## src/rtl/wakeup_arbiter.sv

```systemverilog
// -----------------------------------------------------------------------------
// wakeup_arbiter
//
// Shares the single wakeup broadcast port of the rename stage between several
// completing functional units. Each requester pushes (physical tag, result)
// pairs into a private circular FIFO. A round-robin arbiter pops at most one
// head per cycle, and the winning entry is driven onto a registered broadcast
// that lasts exactly one cycle.
//
// Ports:
//   clk            rising-edge clock
//   reset          asynchronous, active-high reset
//   req_valid      [NUM_REQ]             requester i presents a completion
//   req_tag        [NUM_REQ*TAG_WIDTH]   requester i tag at [i*TAG_WIDTH +: TAG_WIDTH]
//   req_value      [NUM_REQ*DATA_WIDTH]  requester i result at [i*DATA_WIDTH +: DATA_WIDTH]
//   req_ready      [NUM_REQ]             FIFO i can accept this cycle (registered state only)
//   wakeup_active  broadcast valid this cycle
//   wakeup_tag     broadcast physical tag (0 when idle)
//   wakeup_value   broadcast result value (0 when idle)
// -----------------------------------------------------------------------------
module wakeup_arbiter #(
    parameter int NUM_REQ     = 3,
    parameter int TAG_WIDTH   = 6,
    parameter int DATA_WIDTH  = 32,
    parameter int QUEUE_DEPTH = 2
) (
    input  logic                          clk,
    input  logic                          reset,
    input  logic [NUM_REQ-1:0]            req_valid,
    input  logic [NUM_REQ*TAG_WIDTH-1:0]  req_tag,
    input  logic [NUM_REQ*DATA_WIDTH-1:0] req_value,
    output logic [NUM_REQ-1:0]            req_ready,
    output logic                          wakeup_active,
    output logic [TAG_WIDTH-1:0]          wakeup_tag,
    output logic [DATA_WIDTH-1:0]         wakeup_value
);

    localparam int PTR_W = $clog2(QUEUE_DEPTH);
    localparam int CNT_W = $clog2(QUEUE_DEPTH + 1);
    localparam int RR_W  = (NUM_REQ > 1) ? $clog2(NUM_REQ) : 1;

    localparam logic [CNT_W-1:0] DEPTH_C   = CNT_W'(QUEUE_DEPTH);
    localparam logic [RR_W:0]    NUM_REQ_C = (RR_W + 1)'(NUM_REQ);
    localparam logic [RR_W-1:0]  LAST_REQ  = RR_W'(NUM_REQ - 1);

    // Per-requester FIFO bookkeeping
    logic [CNT_W-1:0] count_q [NUM_REQ];
    logic [CNT_W-1:0] count_d [NUM_REQ];
    logic [PTR_W-1:0] head_q  [NUM_REQ];
    logic [PTR_W-1:0] head_d  [NUM_REQ];
    logic [PTR_W-1:0] tail_q  [NUM_REQ];
    logic [PTR_W-1:0] tail_d  [NUM_REQ];

    // FIFO payload storage
    logic [TAG_WIDTH-1:0]  tag_mem_q   [NUM_REQ][QUEUE_DEPTH];
    logic [DATA_WIDTH-1:0] value_mem_q [NUM_REQ][QUEUE_DEPTH];

    logic [RR_W-1:0] rr_ptr_q, rr_ptr_d;

    logic                  wakeup_active_q, wakeup_active_d;
    logic [TAG_WIDTH-1:0]  wakeup_tag_q,    wakeup_tag_d;
    logic [DATA_WIDTH-1:0] wakeup_value_q,  wakeup_value_d;

    logic [NUM_REQ-1:0] push;
    logic [NUM_REQ-1:0] pop;
    logic               grant_valid;
    logic [RR_W-1:0]    grant_idx;
    logic [RR_W:0]      cand_sum;
    logic [RR_W-1:0]    cand_idx;

    // Ready depends only on the registered count, so a requester never sees a
    // combinational path from its own valid or from the current grant.
    always_comb begin
        for (int i = 0; i < NUM_REQ; i++) begin
            req_ready[i] = (count_q[i] < DEPTH_C);
        end
    end

    // Round-robin search starting at rr_ptr_q; first non-empty FIFO wins.
    // Only registered counts are inspected, so an entry written this edge is
    // not eligible until the following cycle.
    always_comb begin
        // NOTE: every variable gets a default before any conditional update so
        // no path leaves it unassigned, which would otherwise infer a latch.
        grant_valid = 1'b0;
        grant_idx   = '0;
        cand_sum    = '0;
        cand_idx    = '0;
        for (int k = 0; k < NUM_REQ; k++) begin
            cand_sum = {1'b0, rr_ptr_q} + (RR_W + 1)'(k);
            if (cand_sum >= NUM_REQ_C) begin
                cand_sum = cand_sum - NUM_REQ_C;
            end
            cand_idx = cand_sum[RR_W-1:0];
            if (!grant_valid && (count_q[cand_idx] != '0)) begin
                grant_valid = 1'b1;
                grant_idx   = cand_idx;
            end
        end
    end

    // FIFO pointer and occupancy updates
    always_comb begin
        for (int i = 0; i < NUM_REQ; i++) begin
            push[i]    = req_valid[i] && req_ready[i];
            pop[i]     = grant_valid && (grant_idx == RR_W'(i));
            count_d[i] = count_q[i];
            head_d[i]  = head_q[i];
            tail_d[i]  = tail_q[i];
            // Depth is a power of two, so pointers wrap by natural overflow.
            if (push[i]) begin
                tail_d[i] = tail_q[i] + PTR_W'(1);
            end
            if (pop[i]) begin
                head_d[i] = head_q[i] + PTR_W'(1);
            end
            if (push[i] && !pop[i]) begin
                count_d[i] = count_q[i] + CNT_W'(1);
            end else if (pop[i] && !push[i]) begin
                count_d[i] = count_q[i] - CNT_W'(1);
            end
        end
    end

    // Pointer advance and broadcast payload selection
    always_comb begin
        rr_ptr_d        = rr_ptr_q;
        wakeup_active_d = grant_valid;
        wakeup_tag_d    = '0;
        wakeup_value_d  = '0;
        if (grant_valid) begin
            rr_ptr_d       = (grant_idx == LAST_REQ) ? '0 : grant_idx + RR_W'(1);
            wakeup_tag_d   = tag_mem_q[grant_idx][head_q[grant_idx]];
            wakeup_value_d = value_mem_q[grant_idx][head_q[grant_idx]];
        end
    end

    always_ff @(posedge clk or posedge reset) begin
        if (reset) begin
            for (int i = 0; i < NUM_REQ; i++) begin
                count_q[i] <= '0;
                head_q[i]  <= '0;
                tail_q[i]  <= '0;
            end
            rr_ptr_q        <= '0;
            wakeup_active_q <= 1'b0;
            wakeup_tag_q    <= '0;
            wakeup_value_q  <= '0;
        end else begin
            // NOTE: sequential state uses non-blocking assignments so every
            // flop samples the pre-edge values computed by the always_comb.
            for (int i = 0; i < NUM_REQ; i++) begin
                count_q[i] <= count_d[i];
                head_q[i]  <= head_d[i];
                tail_q[i]  <= tail_d[i];
            end
            rr_ptr_q        <= rr_ptr_d;
            wakeup_active_q <= wakeup_active_d;
            wakeup_tag_q    <= wakeup_tag_d;
            wakeup_value_q  <= wakeup_value_d;
        end
    end

    // NOTE: payload storage is deliberately not reset; a slot is only read
    // after its count says it was written, so clearing it buys nothing.
    always_ff @(posedge clk) begin
        for (int i = 0; i < NUM_REQ; i++) begin
            if (push[i]) begin
                tag_mem_q[i][tail_q[i]]   <= req_tag[i*TAG_WIDTH +: TAG_WIDTH];
                value_mem_q[i][tail_q[i]] <= req_value[i*DATA_WIDTH +: DATA_WIDTH];
            end
        end
    end

    assign wakeup_active = wakeup_active_q;
    assign wakeup_tag    = wakeup_tag_q;
    assign wakeup_value  = wakeup_value_q;

endmodule

```

## config.mk

```make
export PLATFORM = sky130hd
export DESIGN_NAME = wakeup_arbiter
export DESIGN_NICKNAME = d
export VERILOG_FILES = /design/src/rtl/wakeup_arbiter.sv
export SDC_FILE = /design/constraint.sdc
export NUM_CORES = 1
export LEC_CHECK = 0
export BUFFER_PORTS_ARGS = -buffer_cell sky130_fd_sc_hd__buf_2
export CAP_MARGIN = 20
export CORE_MARGIN = 2
export CORE_UTILIZATION = 51
export CTS_CLUSTER_SIZE = 30
export DETAILED_ROUTE_END_ITERATION = 7
export PLACE_DENSITY_LB_ADDON = 0.1
export RECOVER_POWER = 25
export SYNTH_ARGS = -nofsm -noshare
export SYNTH_HDL_FRONTEND = slang
export SYNTH_SLANG_ARGS = --single-unit
```

## constraint.sdc

```tcl
create_clock -name clk -period 3.15 [get_ports clk]
set_clock_uncertainty 0.1 [all_clocks]
set_input_delay 0.63 -clock clk [delete_from_list [all_inputs] [get_ports clk]]
set_output_delay 0.63 -clock clk [all_outputs]
set_load 0.1 [all_outputs]
```

### Word-level counts from Yosys, hierarchy flattened

Memory sizes are Yosys's and may differ from the RTL's.
Cells that the tools add are included.
W data, S select, Z words.

* register bits after elaboration: 53
* bits in writable memories: 228
* input bits: 119
* output and inout port bits: 42
* memories kept: 2

Memories
* value_mem_q: depth 3, width 64, rd ports 1, clocked after Yosys merged registers in 0, write ports 3, RTL line 56 `logic [DATA_WIDTH-1:0] value_mem_q [NUM_REQ][QUEUE_DEPTH];`
* tag_mem_q: depth 3, width 12, rd ports 1, clocked after Yosys merged registers in 0, write ports 3, RTL line 55 `logic [TAG_WIDTH-1:0] tag_mem_q [NUM_REQ][QUEUE_DEPTH];`

* $add $sub $neg: 18
* order comparisons: 17
* eq/ne operators: 2
* mux-type cells: 57
* bitwise operators: 8
* reduce and logical (&&, ||, !) cells: 32

Operator list (count)
* $mux W32: 7
* $mux W64: 3
* $demux W32 S1: 3
* $mux W6: 7
* $mux W2: 19
* $mux W12: 3
* $demux W6 S1: 3
* $logic_and A1 B1 Y1: 17
* $bmux W2 S2: 3
* $ge A3 B3 Y1 const B: 4
* $not A2 Y3: 4
* $reduce_bool A2 Y1: 6
* $ge A2 B2 Y1 const B: 5
* $add A2 B1 Y2 const B: 4
* $logic_not A1 Y1: 8
* $mux W1: 8
* $not A1 Y2: 4
* $add A1 B1 Y1 const B: 6
* $ge A3 B2 Y1 const B: 2
* $lt A2 B1 Y1 const B: 3
* $lt A2 B2 Y1 const B: 3
* $sub A2 B1 Y2 const B: 3
* $sub A2 B2 Y2 const B: 3
* $add A2 B1 Y3 const B: 1
* other kinds (5): 5

### Logic depth before layout (Yosys ltp)

* word-level depth: 23
* mapped depth: 15

### Worst setup path before layout

Ideal clock, no wire load.

* path type: register to register
* start point: reg rr_ptr_q[0]
* end point: reg count_q[1] (netlist bit)
* library setup time: 0.156 ns
* data arrival time: 2.909 ns
* required time: 2.894 ns
* slack: -0.015 ns
* cell stages (with the launch flop): 14
* cells stage by stage: dfrtp_1 > inv_1 > ha_1 > buf_2 > o32a_1 > or4_1 > buf_2 > a32oi_4 > buf_2 > nand2b_1 > ha_1 > xor2_1 > nor2_1 > xnor2_1

* cells in the longest elaborated chain, start to end: 19
* elaborated cells on any way between the ends: 43
* classes of those cells: add/sub: 5; order compare: 3; eq/ne: 1; mux: 19; bitwise: 3; reduce/logical: 12

RTL lines
* start: declaration: RTL line 58 `logic [RR_W-1:0] rr_ptr_q, rr_ptr_d;`
* start signal: assignment: RTL line 157 `rr_ptr_q <= rr_ptr_d;`
* branches (longest 15 deep; another with $add A2 B1 Y3)
* $logic_and A1 B1 Y1 (*): RTL line 106 `pop[i] = grant_valid && (grant_idx == RR_W'(i));`
* $logic_not A1 Y1: RTL line 117 `if (push[i] && !pop[i]) begin`
* $logic_and A1 B1 Y1: RTL line 117
* $mux W2 or $reduce_bool A2 Y1 (tied branches)
* end signal: indexed assignment: RTL line 153 `count_q[i] <= count_d[i];`
* end: declaration: RTL line 47 `logic [CNT_W-1:0] count_q [NUM_REQ];`

Mark *: on every way between the ends. The select of a mux whose other input is x is not followed.
A chain may end at the register's enable or synchronous reset.

### Worst setup path after layout

* start point: reg rr_ptr_q[1]
* end point: reg wakeup_tag_q[1], in the netlist wakeup_tag[1]

* cells in the longest elaborated chain, start to end: 23
* elaborated cells on any way between the ends: 46
* classes of those cells: add/sub: 5; order compare: 3; mux: 25; bitwise: 5; reduce/logical: 7; memory: 1

RTL lines
* branches (longest 22 deep; another with $add A2 B1 Y3)
* $mux W6 (*): RTL line 131 `if (grant_valid) begin`
* net wakeup_tag_d[1]: RTL line 61 `logic [TAG_WIDTH-1:0] wakeup_tag_q, wakeup_tag_d;`
* end signal: assignment: RTL line 159 `wakeup_tag_q <= wakeup_tag_d;`
* end: declaration: RTL line 61

Mark *: on every way through the listed nets, which the timed path passes. The select of a mux whose other input is x is not followed.

==> results.md <==
- The flow ran to the end, and the final reports show no timing, DRC or antenna violations.
- The critical path required time is 3.48 ns.
- A synthesized cell averages 16.0 um2.
- In this run the tightest slew margin relative to its limit is 49.8%.
- The final clock period utilization by the worst path is 99.3%.
- After detailed routing, the number of remaining DRC violations is 0.
- The number of global-route vias before repair is 7383.
- The capturing point of the worst reg2reg path is wakeup_tag[1].
- The clock latency of the later-clocked register in the worst-skew pair is 0.54 ns.
- The fmax is 320 MHz.
- The cell type of the slowest stage on the worst timing path is or4_4.
- The share of synthesized area occupied by flip-flops and latches is 73.2%.
- Summing every instance area after synthesis gives 11200 um2.
- The count of final max-slew check failures is 0.
- The number of hold violations in the final report is 0.
- The routed via count is 7062.
- The level count of the clock H-tree is 1.
- In this run the worst path has a maximum fanout of 15.
- The number of antenna violations at the first check in global routing is 7.
- The global-route total usage across every layer is 23.2%.
- The wire length of the first global-routing pass is 41700 um.
- The synthesized netlist cell count is 700.
- The critical path crosses 13 cells after its start point.
- The cell family contributing the most delay on the critical path is simple AND/OR/NAND/NOR gates.
- The peak per-stage delay on the critical path is 0.56 ns.
- The transition time at the pin with the least slew margin is 0.752 ns.
- Setup violations remaining at the end of the flow were counted as 0.
- The register bit total from synthesis is 281.
- Counting cells, the worst reg-to-reg path comes to 13.
- The worst endpoint data arrival time is 3.46 ns.
- The clock period could shrink to 3.13 ns.
- The class of the most critical hold timing path is input port to async pin.
- The reg2reg setup slack is 0.02 ns.
- The clock passes through at most 3 buffers.
- After detailed routing, the total wire length is 27500 um.
- In this run, distinct cell masters in the synthesized netlist total 45.
- For this design, the sink count on the clock tree is 281.
- The placed instance area is 12600 um2.
- The critical path goes through ha_4, buf_4, or2b_1, a21oi_2, or4_4, buf_4, mux2i_2, a21oi_2, buf_4, nor2_4, buf_12, buf_12, o32ai_1.
- Prior to clock tree synthesis, the placed netlist has a worst setup slack of -0.0783 ns.
- The routed length per instance is 23.0 um.
- The worst setup path is launched from a flop.
- The total area inside the core boundary comes to 21700 um2.
- The number of port buffers is 160.
- The net count of the finished layout is 1014.
- TritonCTS built the clock tree.
- The end-of-flow core utilization is 63.6%.
- Clock tree synthesis selected as its root buffer the cell clkbuf_16.
- The number of DRC violations after detailed-routing iteration 0 is 559.
- The worst path meets setup with 0.0219 ns of slack.
- The floorplan has 54 rows.
- Once the floorplan was initialized, standard cells occupied 51.5% of the core.
- The number of buffer and inverter instances along the worst setup path is 5.
- The clock-pin transition on the worst setup and hold timing paths is 0.06 ns.
- Tracing the worst setup path back leads to its startpoint at rr_ptr_q[1].
- The critical path endpoint category is a flop.
- The detail-routed via count per cell is 5.91.
- Across the run, the number of max-cap violations was 0.
- Once detail routing completed, the nets flagged for antenna violations numbered 0.
- The I/O pin count is 161.
- The global placer's final weighted congestion is 0.884.
- Global routing finished with a remaining overflow of 0.
- Setup total negative slack on the finished layout was measured at 0 ns.
- Cells with a size suffix above 1 make up 32.3% of the layout.
- The pre-antenna-repair detailed-routing pass consisted of 5 iterations.
- The post-synth net total is 826.
- The number of fill cells is 1601.
- The number of hold-repair buffers added at the cts stage is 0.
- The die is 152 um wide.
- The total number of yosys warnings is 0.
- The post-route cell area is 13800 um2.
- Measured along the y axis, the die boundary spans 152 um.
- Relative to the synthesized area, the layout overhead comes to 23.6%.
- The type of the setup path with the least slack is flop to flop.
- The wire-length estimate of the detail-placed layout is 16700 um.
- The die covers 23100 um2.
- The startpoint identified for the worst register-to-register timing path is rr_ptr_q[1].
- In this run, CTS created clock tree buffers numbering 28.
- Entering global routing, the biggest net connects 78 pins.
- The cell that appears most often on the critical path is buf_4.
[worst reg2reg max path: cells and delay by family, from the launching register on]
family,cells,cell delay (ns)
AO/OA/AOI/OAI,3,0.55
adder cells (fa/ha/maj),1,0.20
buffers and inverters,5,0.77
flip-flops,1,0.44
multiplexers,1,0.17
AND/OR/NAND/NOR,3,0.78
[sequential cells by signal, summed over array words and instances, names as in the netlist]
signal,cells
tag_mem_q,36
wakeup_active,1
wakeup_tag,6
rr_ptr_q,2
value_mem_q,192
head_q,3
wakeup_value,32
tail_q,3
count_q,6
[per-layer routing]
layer / global-route usage (%) / vias to the layer above / part of all wire (%)
met5: 0 / - / 0.15
met2: 39.3 / 237 / 51
met3: 4.39 / 50 / 6.0
li1: - / 3187 / -
met4: 6.45 / 6 / 2.1
met1: 30.9 / 3582 / 40
[per-stage QoR]
stage               hold slack [ns]  instances
detailed placement            0.409       1127
global route                  0.153       1194
floorplan                     0.363        700
CTS                           0.135       1184
finish                        0.123       1194
global placement              0.390       1127
[cell type report]
class	instances	area, um2	area share (%)
antenna	4	10.0	0.0725
clock buffer	30	718	5.20
clock inverter	22	173	1.25
inverter	7	26.3	0.190
multi-input combinational	356	2980	21.6
sequential	281	8170	59.2
tap	280	350	2.54
timing repair buffer	214	1370	9.95
[synthesized netlist by cell type, drive strengths merged]
library cell,instances,area [um2]
nor3,3,15.0
inv,7,26.3
nor2b,82,513
a21oi,7,35.0
o21bai,2,15.0
or4,2,18.8
ha,7,87.6
nor3b,1,7.51
edfxtp,228,6850
nand2b,3,18.8
clkbuf,32,121
o2111ai,38,333
o32ai,39,439
dfrtp,53,1330
nor2,9,41.3
nor4,2,12.5
o21ai,40,200
o32a,1,10.0
a31oi,1,6.26
o22ai,1,6.26
a2bb2oi,2,17.5
xnor2,9,78.8
a32oi,2,36.3
a211oi,77,578
a21o,4,30.0
and2,3,18.8
or3,3,18.8
or2,1,6.26
buf,24,159
xor2,6,52.6
o221ai,2,23.8
mux2,1,11.3
o221a,1,11.3
o2bb2ai,1,8.76
nand2,3,11.3
or2b,1,7.51
mux2i,2,20.0
[cells in the final DEF, fill, tap and decap left out, types with 3 or more instances in the layout]
master / instances
a211oi_1: 69
a211oi_2: 8
a21o_1: 3
a21oi_1: 3
a21oi_2: 3
and2_2: 3
buf_12: 13
buf_2: 125
buf_4: 36
buf_6: 3
clkbuf_1: 36
clkbuf_16: 29
clkinv_1: 5
clkinv_2: 11
clkinvlp_4: 3
dfrtp_1: 53
diode_2: 4
edfxtp_1: 228
ha_1: 4
inv_1: 4
inv_2: 3
nor2_1: 8
nor2b_1: 79
nor2b_4: 3
o2111ai_1: 37
o21ai_0: 40
o32ai_1: 13
o32ai_2: 26
or3_1: 3
xnor2_1: 9
xor2_1: 6
[worst max-delay path by stage]
stage	end	slack, ns
after floorplan	count_q[1]	0.0003
after global placement	wakeup_value[25]	0.05
after detailed placement	wakeup_value[19]	-0.08
after CTS	wakeup_value[5]	0.005
after global routing	wakeup_value[18]	-0.02
final	wakeup_tag[1]	0.02
[logic make-up (layout without fill, tap and decap cells)]
kind of cell               after synthesis  in the layout  synth area share [%]
and+or+nand+nor                        113            113                  6.17
adders and majority gates                7              7                 0.784
other                                    0              4                     0
DFF                                    281            281                  73.2
AOI/OAI and AO/OA                      218            218                  15.7
buffers and inverters                   63            273                  2.74
xor gates and xnor gates                15             15                  1.18
muxes                                    3              3                 0.280
[what timing repair did]
action,CTS,global route
gates resized for setup,3,41
pin swaps,2,6
gates cloned,1,1
endpoints found under the setup margin,38,40
hold endpoints to repair,0,0
buffers inserted,4,5
Power is not shown: default switching activity piles up to over one toggle a cycle in this logic, so the estimate is an artifact.
